[config.mk]
export PLATFORM = sky130hd
export DESIGN_NAME = button_ctrl
export DESIGN_NICKNAME = d
export VERILOG_FILES = /design/src/rtl/button_ctrl.sv
export SDC_FILE = /design/constraint.sdc
export NUM_CORES = 1
export LEC_CHECK = 0
export BUFFER_PORTS_ARGS = -buffer_cell sky130_fd_sc_hd__buf_2
export CELL_PAD_IN_SITES_DETAIL_PLACEMENT = 0
export CELL_PAD_IN_SITES_GLOBAL_PLACEMENT = 1
export CORE_MARGIN = 2
export CORE_UTILIZATION = 40
export DETAILED_ROUTE_END_ITERATION = 10
export PLACE_DENSITY = 0.72
export SETUP_SLACK_MARGIN = 0.15
export SYNTH_ARGS = -nofsm -noshare
export SYNTH_HDL_FRONTEND = slang
export SYNTH_SLANG_ARGS = --single-unit
[constraint.sdc]
create_clock -name clk -period 1.72 [get_ports clk]
set_clock_uncertainty 0.05 [all_clocks]
set_input_delay 0.086 -clock clk [delete_from_list [all_inputs] [get_ports clk]]
set_output_delay 0.086 -clock clk [all_outputs]
set_load 0.01 [all_outputs]
[src/rtl/button_ctrl.sv]
// Push-button front-end for counter_top: synchronises and debounces two raw buttons,
// detects presses, and runs the run/direction FSM that drives enable and dir.
module button_ctrl #(
  parameter int unsigned DEBOUNCE  = 16,
  parameter int unsigned FLIP_HOLD = 4,
  parameter bit          DIR_INIT  = 1'b1
) (
  input  logic clk,
  input  logic reset,
  input  logic btn_run,
  input  logic btn_dir,
  output logic enable,
  output logic dir,
  output logic run_press,
  output logic dir_press
);

  localparam int unsigned CntW = $clog2(DEBOUNCE);
  localparam int unsigned HcW  = (FLIP_HOLD > 1) ? $clog2(FLIP_HOLD) : 1;
  localparam logic [CntW-1:0] CntMax = CntW'(DEBOUNCE - 1);
  localparam logic [HcW-1:0]  HcMax  = HcW'(FLIP_HOLD - 1);

  typedef enum logic [1:0] {StIdle, StRun, StFlip} state_e;

  // Bit 0 is the run button, bit 1 the direction button.
  logic [1:0]           btn;
  logic [1:0]           sync1_q, sync2_q;
  logic [1:0]           db_q, db_d;
  logic [1:0][CntW-1:0] cnt_q, cnt_d;
  logic [1:0]           rise;
  logic [1:0]           press_q;

  state_e         state_q, state_d;
  logic [HcW-1:0] hc_q, hc_d;
  logic           enable_q, enable_d;
  logic           dir_q, dir_d;

  assign btn = {btn_dir, btn_run};

  always_comb begin
    db_d  = db_q;
    cnt_d = '0;
    rise  = '0;
    for (int i = 0; i < 2; i++) begin
      if (sync2_q[i] != db_q[i]) begin
        if (cnt_q[i] == CntMax) begin
          db_d[i] = sync2_q[i];
          rise[i] = sync2_q[i];
        end else begin
          cnt_d[i] = cnt_q[i] + CntW'(1);
        end
      end
    end
  end

  always_ff @(posedge clk) begin
    if (reset) begin
      sync1_q <= '0;
      sync2_q <= '0;
      db_q    <= '0;
      cnt_q   <= '0;
      press_q <= '0;
    end else begin
      sync1_q <= btn;
      sync2_q <= sync1_q;
      db_q    <= db_d;
      cnt_q   <= cnt_d;
      press_q <= rise;
    end
  end

  // A run press always takes priority over a direction press or hold expiry.
  always_comb begin
    state_d  = state_q;
    hc_d     = hc_q;
    enable_d = enable_q;
    dir_d    = dir_q;
    unique case (state_q)
      StIdle: begin
        if (rise[0]) begin
          state_d  = StRun;
          enable_d = 1'b1;
        end else if (rise[1]) begin
          dir_d = ~dir_q;
        end
      end
      StRun: begin
        if (rise[0]) begin
          state_d  = StIdle;
          enable_d = 1'b0;
        end else if (rise[1]) begin
          state_d  = StFlip;
          hc_d     = '0;
          enable_d = 1'b0;
        end
      end
      StFlip: begin
        if (rise[0]) begin
          state_d  = StIdle;
          dir_d    = ~dir_q;
          enable_d = 1'b0;
        end else if (hc_q == HcMax) begin
          state_d  = StRun;
          dir_d    = ~dir_q;
          enable_d = 1'b1;
        end else begin
          hc_d = hc_q + HcW'(1);
        end
      end
      default: begin
        state_d  = StIdle;
        enable_d = 1'b0;
      end
    endcase
  end

  always_ff @(posedge clk) begin
    if (reset) begin
      state_q  <= StIdle;
      hc_q     <= '0;
      enable_q <= 1'b0;
      dir_q    <= DIR_INIT;
    end else begin
      state_q  <= state_d;
      hc_q     <= hc_d;
      enable_q <= enable_d;
      dir_q    <= dir_d;
    end
  end

  assign enable    = enable_q;
  assign dir       = dir_q;
  assign run_press = press_q[0];
  assign dir_press = press_q[1];

endmodule

* Word-level counts from Yosys, hierarchy flattened
Cells that the tools add are included.
** Word-level totals
- Flip-flop bits (word level) :: 22
- Bits in latches :: 0
- Memory bits (writable) :: 0
- Memory bits (read-only) :: 0
- Input port bits :: 4
- Output and inout port bits :: 4
- Logic and storage cells :: 69
- Memories :: 0
** Operators by class
- $add $sub $neg :: 3
- Multiply operators :: 0
- Divide/modulo/power cells :: 0
- Magnitude comparators :: 0
- Equality and inequality tests :: 16
- Shift-type cells :: 0
- Multiplexer cells :: 26
- Bitwise logic cells :: 3
- Reductions and logical operators :: 10
** Operators by type and width (number)
- two-way mux 2 bit :: 9
- != test 2 bit (second input constant) :: 7
- two-way mux 1 bit :: 13
- adder 4 x 1 -> 4 bit (second input constant) :: 2
- == test 4 bit (second input constant) :: 2
- != test 3 bit (second input constant) :: 2
- one-hot mux 2 bit (3 select lines) :: 1
- OR reduction 3 bit :: 2
- AND reduction 5 bit :: 1
- == test 2 bit (second input constant) :: 2
- one-hot mux 2 bit (2 select lines) :: 1
- AND reduction 2 bit :: 2
- AND reduction 4 bit :: 1
- nonzero test 2 bit :: 2
- inverter 1 bit :: 3
- one-hot mux 1 bit (3 select lines) :: 1
- AND reduction 3 bit :: 1
- adder 2 x 1 -> 2 bit (second input constant) :: 1
- == test 2 x 1 -> 1 bit (second input constant) :: 1
- logical NOT 2 bit :: 1
- != test 1 bit :: 2
- one-hot mux 1 bit (2 select lines) :: 1

* Logic depth before layout (Yosys ltp)
- Depth after elaboration :: 6
- Depth in mapped cells :: 6
- Mapped depth without buffers :: 5

* Worst setup path before layout
No wires, ideal clock.
- Path kind :: flip-flop to flip-flop
- Start point :: reg cnt_q[4] in the netlist's numbering
- End point :: reg hc_q[0]
- Library setup time :: 0.121 ns
- Arrival time :: 1.420 ns
- Data required time :: 1.549 ns
- Slack :: 0.129 ns
- Cell stages (with the launch flop) :: 7
- Path buffers :: 1
- Clock period less this slack :: 1.591 ns
- Path through :: dfxtp_1 -> ha_1 -> and3_1 -> buf_6 -> a41o_1 -> nand2_2 -> mux2_4
** On the way
- Cells in the longest elaborated chain, start to end :: 5
** RTL lines
- start: declaration :: RTL line 29 : logic [1:0][CntW-1:0] cnt_q, cnt_d;
- start signal: assignment :: RTL line 67 : cnt_q <= cnt_d;
- == test 4 bit :: RTL line 46 : if (cnt_q[i] == CntMax) begin
- two-way mux 1 bit :: RTL line 46
- two-way mux 1 bit :: RTL line 45 : if (sync2_q[i] != db_q[i]) begin
- != test 2 bit (no source line)
- AND reduction 5 bit (no source line)
- end signal: assignment :: RTL line 120 : hc_q <= '0;
- end signal: assignment :: RTL line 125 : hc_q <= hc_d;
- end: declaration :: RTL line 34 : logic [HcW-1:0] hc_q, hc_d;
No other way between the ends.
A chain may end at the register's enable or synchronous reset.

* Worst setup path after layout
Same ends and word-level chain as after synthesis.

==> results_dict.tcl <==
set metrics [dict create \
    crit_cells 5 \
    r2r_end "hc_q[0]" \
    rsz0062_at_grt "false" \
    total_power_uw 755 \
    start_util 0.411 \
    floorplan.core_area_um2 2170 \
    grt_pass1_vias 595 \
    ys_top_cells_by_area "dfxtp_1 49%, nor2_1 5.5%, nor2b_1 4.9%, ha_1 4.2%, xnor2_1 3.9%" \
    worst_pin_slew_ns 0.310 \
    critical_path.cell_chain "ha_2, and3_4, a41o_1, nand2_2, mux2_4" \
    use_met1 0.152 \
    start_kind "flop" \
    synth.top_cell.area_share 0.494 \
    antenna_found_initial 0 \
    netlist_instances 96 \
    place_area_um2 946 \
    syn_avg_cell_area_um2 9.29 \
    pwr_density_cell_nw_per_um2 752 \
    cpLargestDelayFamily "flip-flops" \
    dieArea_um2 2620 \
    drv_cap 0 \
    drt_iter0_drc 7 \
    via_count 627 \
    pre_cts_slack_ns 0.104 \
    drc 0 \
    fin_crit_sh 0.887 \
    io_pins 8 \
    hpwl_um 950 \
    nets 114 \
    ys_seq_elements 22 \
    grt_first_pass_wirelength_um 2360 \
    irDropWorstVdd_mv 0.442 \
    overflow 0 \
    grtUsageMet2 0.190 \
    hold_end "state_q[1]" \
    cts_sinks 22 \
    critPathRequiredTime_ns 1.86 \
    drt_pass1_iterations 4 \
    setup_viol 0 \
    cp.arrival_ns 1.67 \
    diodes 0 \
    synth_edf_count 0 \
    crit_type "reg2reg" \
    timing.final.max_slew_violations 0 \
    fin_util 0.463 \
    ys_types 28 \
    max-slew-margin-rel 0.793 \
    h-tree-depth 1 \
    crit_buf_inv 0 \
    grt_max_degree 20 \
    busiest_layer "met2" \
    clockBufferDepth 2 \
    endpoint_kind "flop" \
    area.growth.synth_to_final_pct 12.6 \
    synth_seq_area_share 0.494 \
    syn_nets 103 \
    r2r_setup_slack_ns 0.19 \
    hp-class "in2reg" \
    synth.most_common_cell "dfxtp_1" \
    gr-usage-met3 0.0351 \
    synth_ff_type "dfxtp_1" \
    routed_wl_um 1290 \
    hold_viol 0 \
    std_cell_rows 17 \
    cts_tree "done" \
    setup_ws_ns 0.194 \
    netlist_area_um2 892 \
    clock.fmax_mhz 655 \
    crit_fanout 5 \
    tns_ns 0 \
    worstHoldStart "reset" \
    clkSlewWorstSetupHoldPaths_ns 0.10 \
    clock-root-buffer "clkbuf_4" \
    die_w_um 51.2 \
    grt.total_usage 0.124 \
    ff2ff_path_depth 5 \
    slowest_stage "dfxtp_2" \
    die_h_um 51.2 \
    fin_crit_ns 1.53 \
    clk_latency_ns 0.29 \
    finalInstanceArea_um2 1000 \
    r2r_start "cnt_q[4]" \
    ant_nets 0 \
    wl_per_cell_um 9.73 \
    yosysTopAreaCell "dfxtp_1" \
    status "finished, final reports clean" \
    drt-vias-per-instance 4.71 \
    holdPathStages 2 \
    synth.top_cells.by_count "22 x dfxtp_1, 13 x nor2_1, 7 x nor2b_1" \
    slowest_delay_ns 0.35 \
    cts_made_buffers 3 \
    synthArstFlopShare 0 \
    gp_congestion 0.710 \
    yosysWarnings 0 \
    p_leak_nw 0.377 \
    layout-drive-gt1-share 0.181 \
    io_buffers 7 \
]
-- logic make-up after synthesis --
group,Yosys count,share of synthesized area
xor+xnor,6,0.0589
simple gates,40,0.226
buf+inv,9,0.0463
flops,22,0.494
fa+ha+maj,3,0.0421
mux,3,0.0393
compound gates,13,0.0940
-- layout by cell type (no fill, tap or decap) --
master | synthesis | final
or3_1 | 2 | 2
nor2b_1 | 7 | 7
nor2_1 | 13 | 13
and3_2 | 0 | 1
o21ai_0 | 2 | 2
nor3_1 | 2 | 2
nand2b_1 | 1 | 1
a21oi_1 | 6 | 6
xnor2_1 | 4 | 4
buf_2 | 0 | 7
inv_1 | 6 | 6
and3_4 | 0 | 1
dlygate4sd3_1 | 0 | 2
o41ai_1 | 1 | 1
mux2i_1 | 2 | 2
dfxtp_2 | 0 | 2
o32ai_2 | 0 | 1
nand2_2 | 2 | 2
mux2_4 | 1 | 1
a41o_1 | 1 | 1
nor3b_1 | 1 | 1
and2b_1 | 1 | 1
clkbuf_4 | 0 | 3
nand2_1 | 5 | 5
nand3_1 | 3 | 3
dfxtp_1 | 22 | 20
ha_1 | 3 | 2
ha_2 | 0 | 1
o211ai_1 | 1 | 1
nand4_1 | 1 | 1
xor2_1 | 2 | 2
a211o_1 | 1 | 1
-- sequential cells by signal, summed over array words and instances (netlist names) --
name and count:
sync2_q 2, cnt_q 8, enable 1, dir 1
press_q 2, db_q 2, hc_q 2, sync1_q 2
state_q 2
-- metal layers --
| metal | up-vias | part of all wire | routed length, um |
|---|---|---|---|
| met5 | - | 0 | 0 |
| met4 | 0 | 0.010 | 13 |
| met3 | 2 | 0.037 | 48 |
| met2 | 13 | 0.44 | 575 |
| met1 | 273 | 0.51 | 657 |
| li1 | 339 | - | - |
-- timing repair --
| action | in CTS | in global routing |
|---|---|---|
| endpoints found under the hold margin | 2 | 0 |
| setup buffers | 0 | 0 |
| hold buffers | 2 | 0 |
| endpoints found under the setup margin | 2 | 4 |
| gates resized for setup | 4 | 2 |
-- cell type report --
cell class	count	area, um2
fill	224	1160
sequential	22	443
multi-input combinational	65	427
timing repair buffer	9	55.1
tap	28	35.0
clock buffer	3	22.5
inverter	6	22.5
-- metrics by stage --
stage / instances / hold slack (ns)
3_3_place_gp: 128 / 0.245
5_1_grt: 133 / 0.116
6_report: 133 / 0.0984
2_1_floorplan: 96 / 0.164
3_5_place_dp: 128 / 0.252
4_1_cts: 133 / 0.0879
-- worst reg2reg max path: cells and delay by family (launching register included) --
family / cells / cell delay [ns]
flip-flops: 1 / 0.35
adder cells (fa/ha/maj): 1 / 0.19
AND/OR/NAND/NOR: 2 / 0.30
AO/OA/AOI/OAI: 1 / 0.25
multiplexers: 1 / 0.29
-- worst max path at each step --
stage / startpoint / end / slack (ns)
after global placement: cnt_q[4] / hc_q[0] / 0.17
after global routing: cnt_q[0] / hc_q[0] / 0.15
after floorplan: cnt_q[4] / hc_q[0] / 0.16
final: cnt_q[4] / hc_q[0] / 0.19
after detailed placement: cnt_q[4] / dir / 0.10
after CTS: cnt_q[0] / hc_q[0] / 0.17
-- power breakdown --
part	switching (mW)	total [mW]	internal (mW)
Combinational	0.0122	0.0238	0.0116
Clock	0.132	0.213	0.0815
Sequential	0.00327	0.518	0.515
Total	0.147	0.755	0.608
No activity file was read; power rests on OpenSTA's default activity.
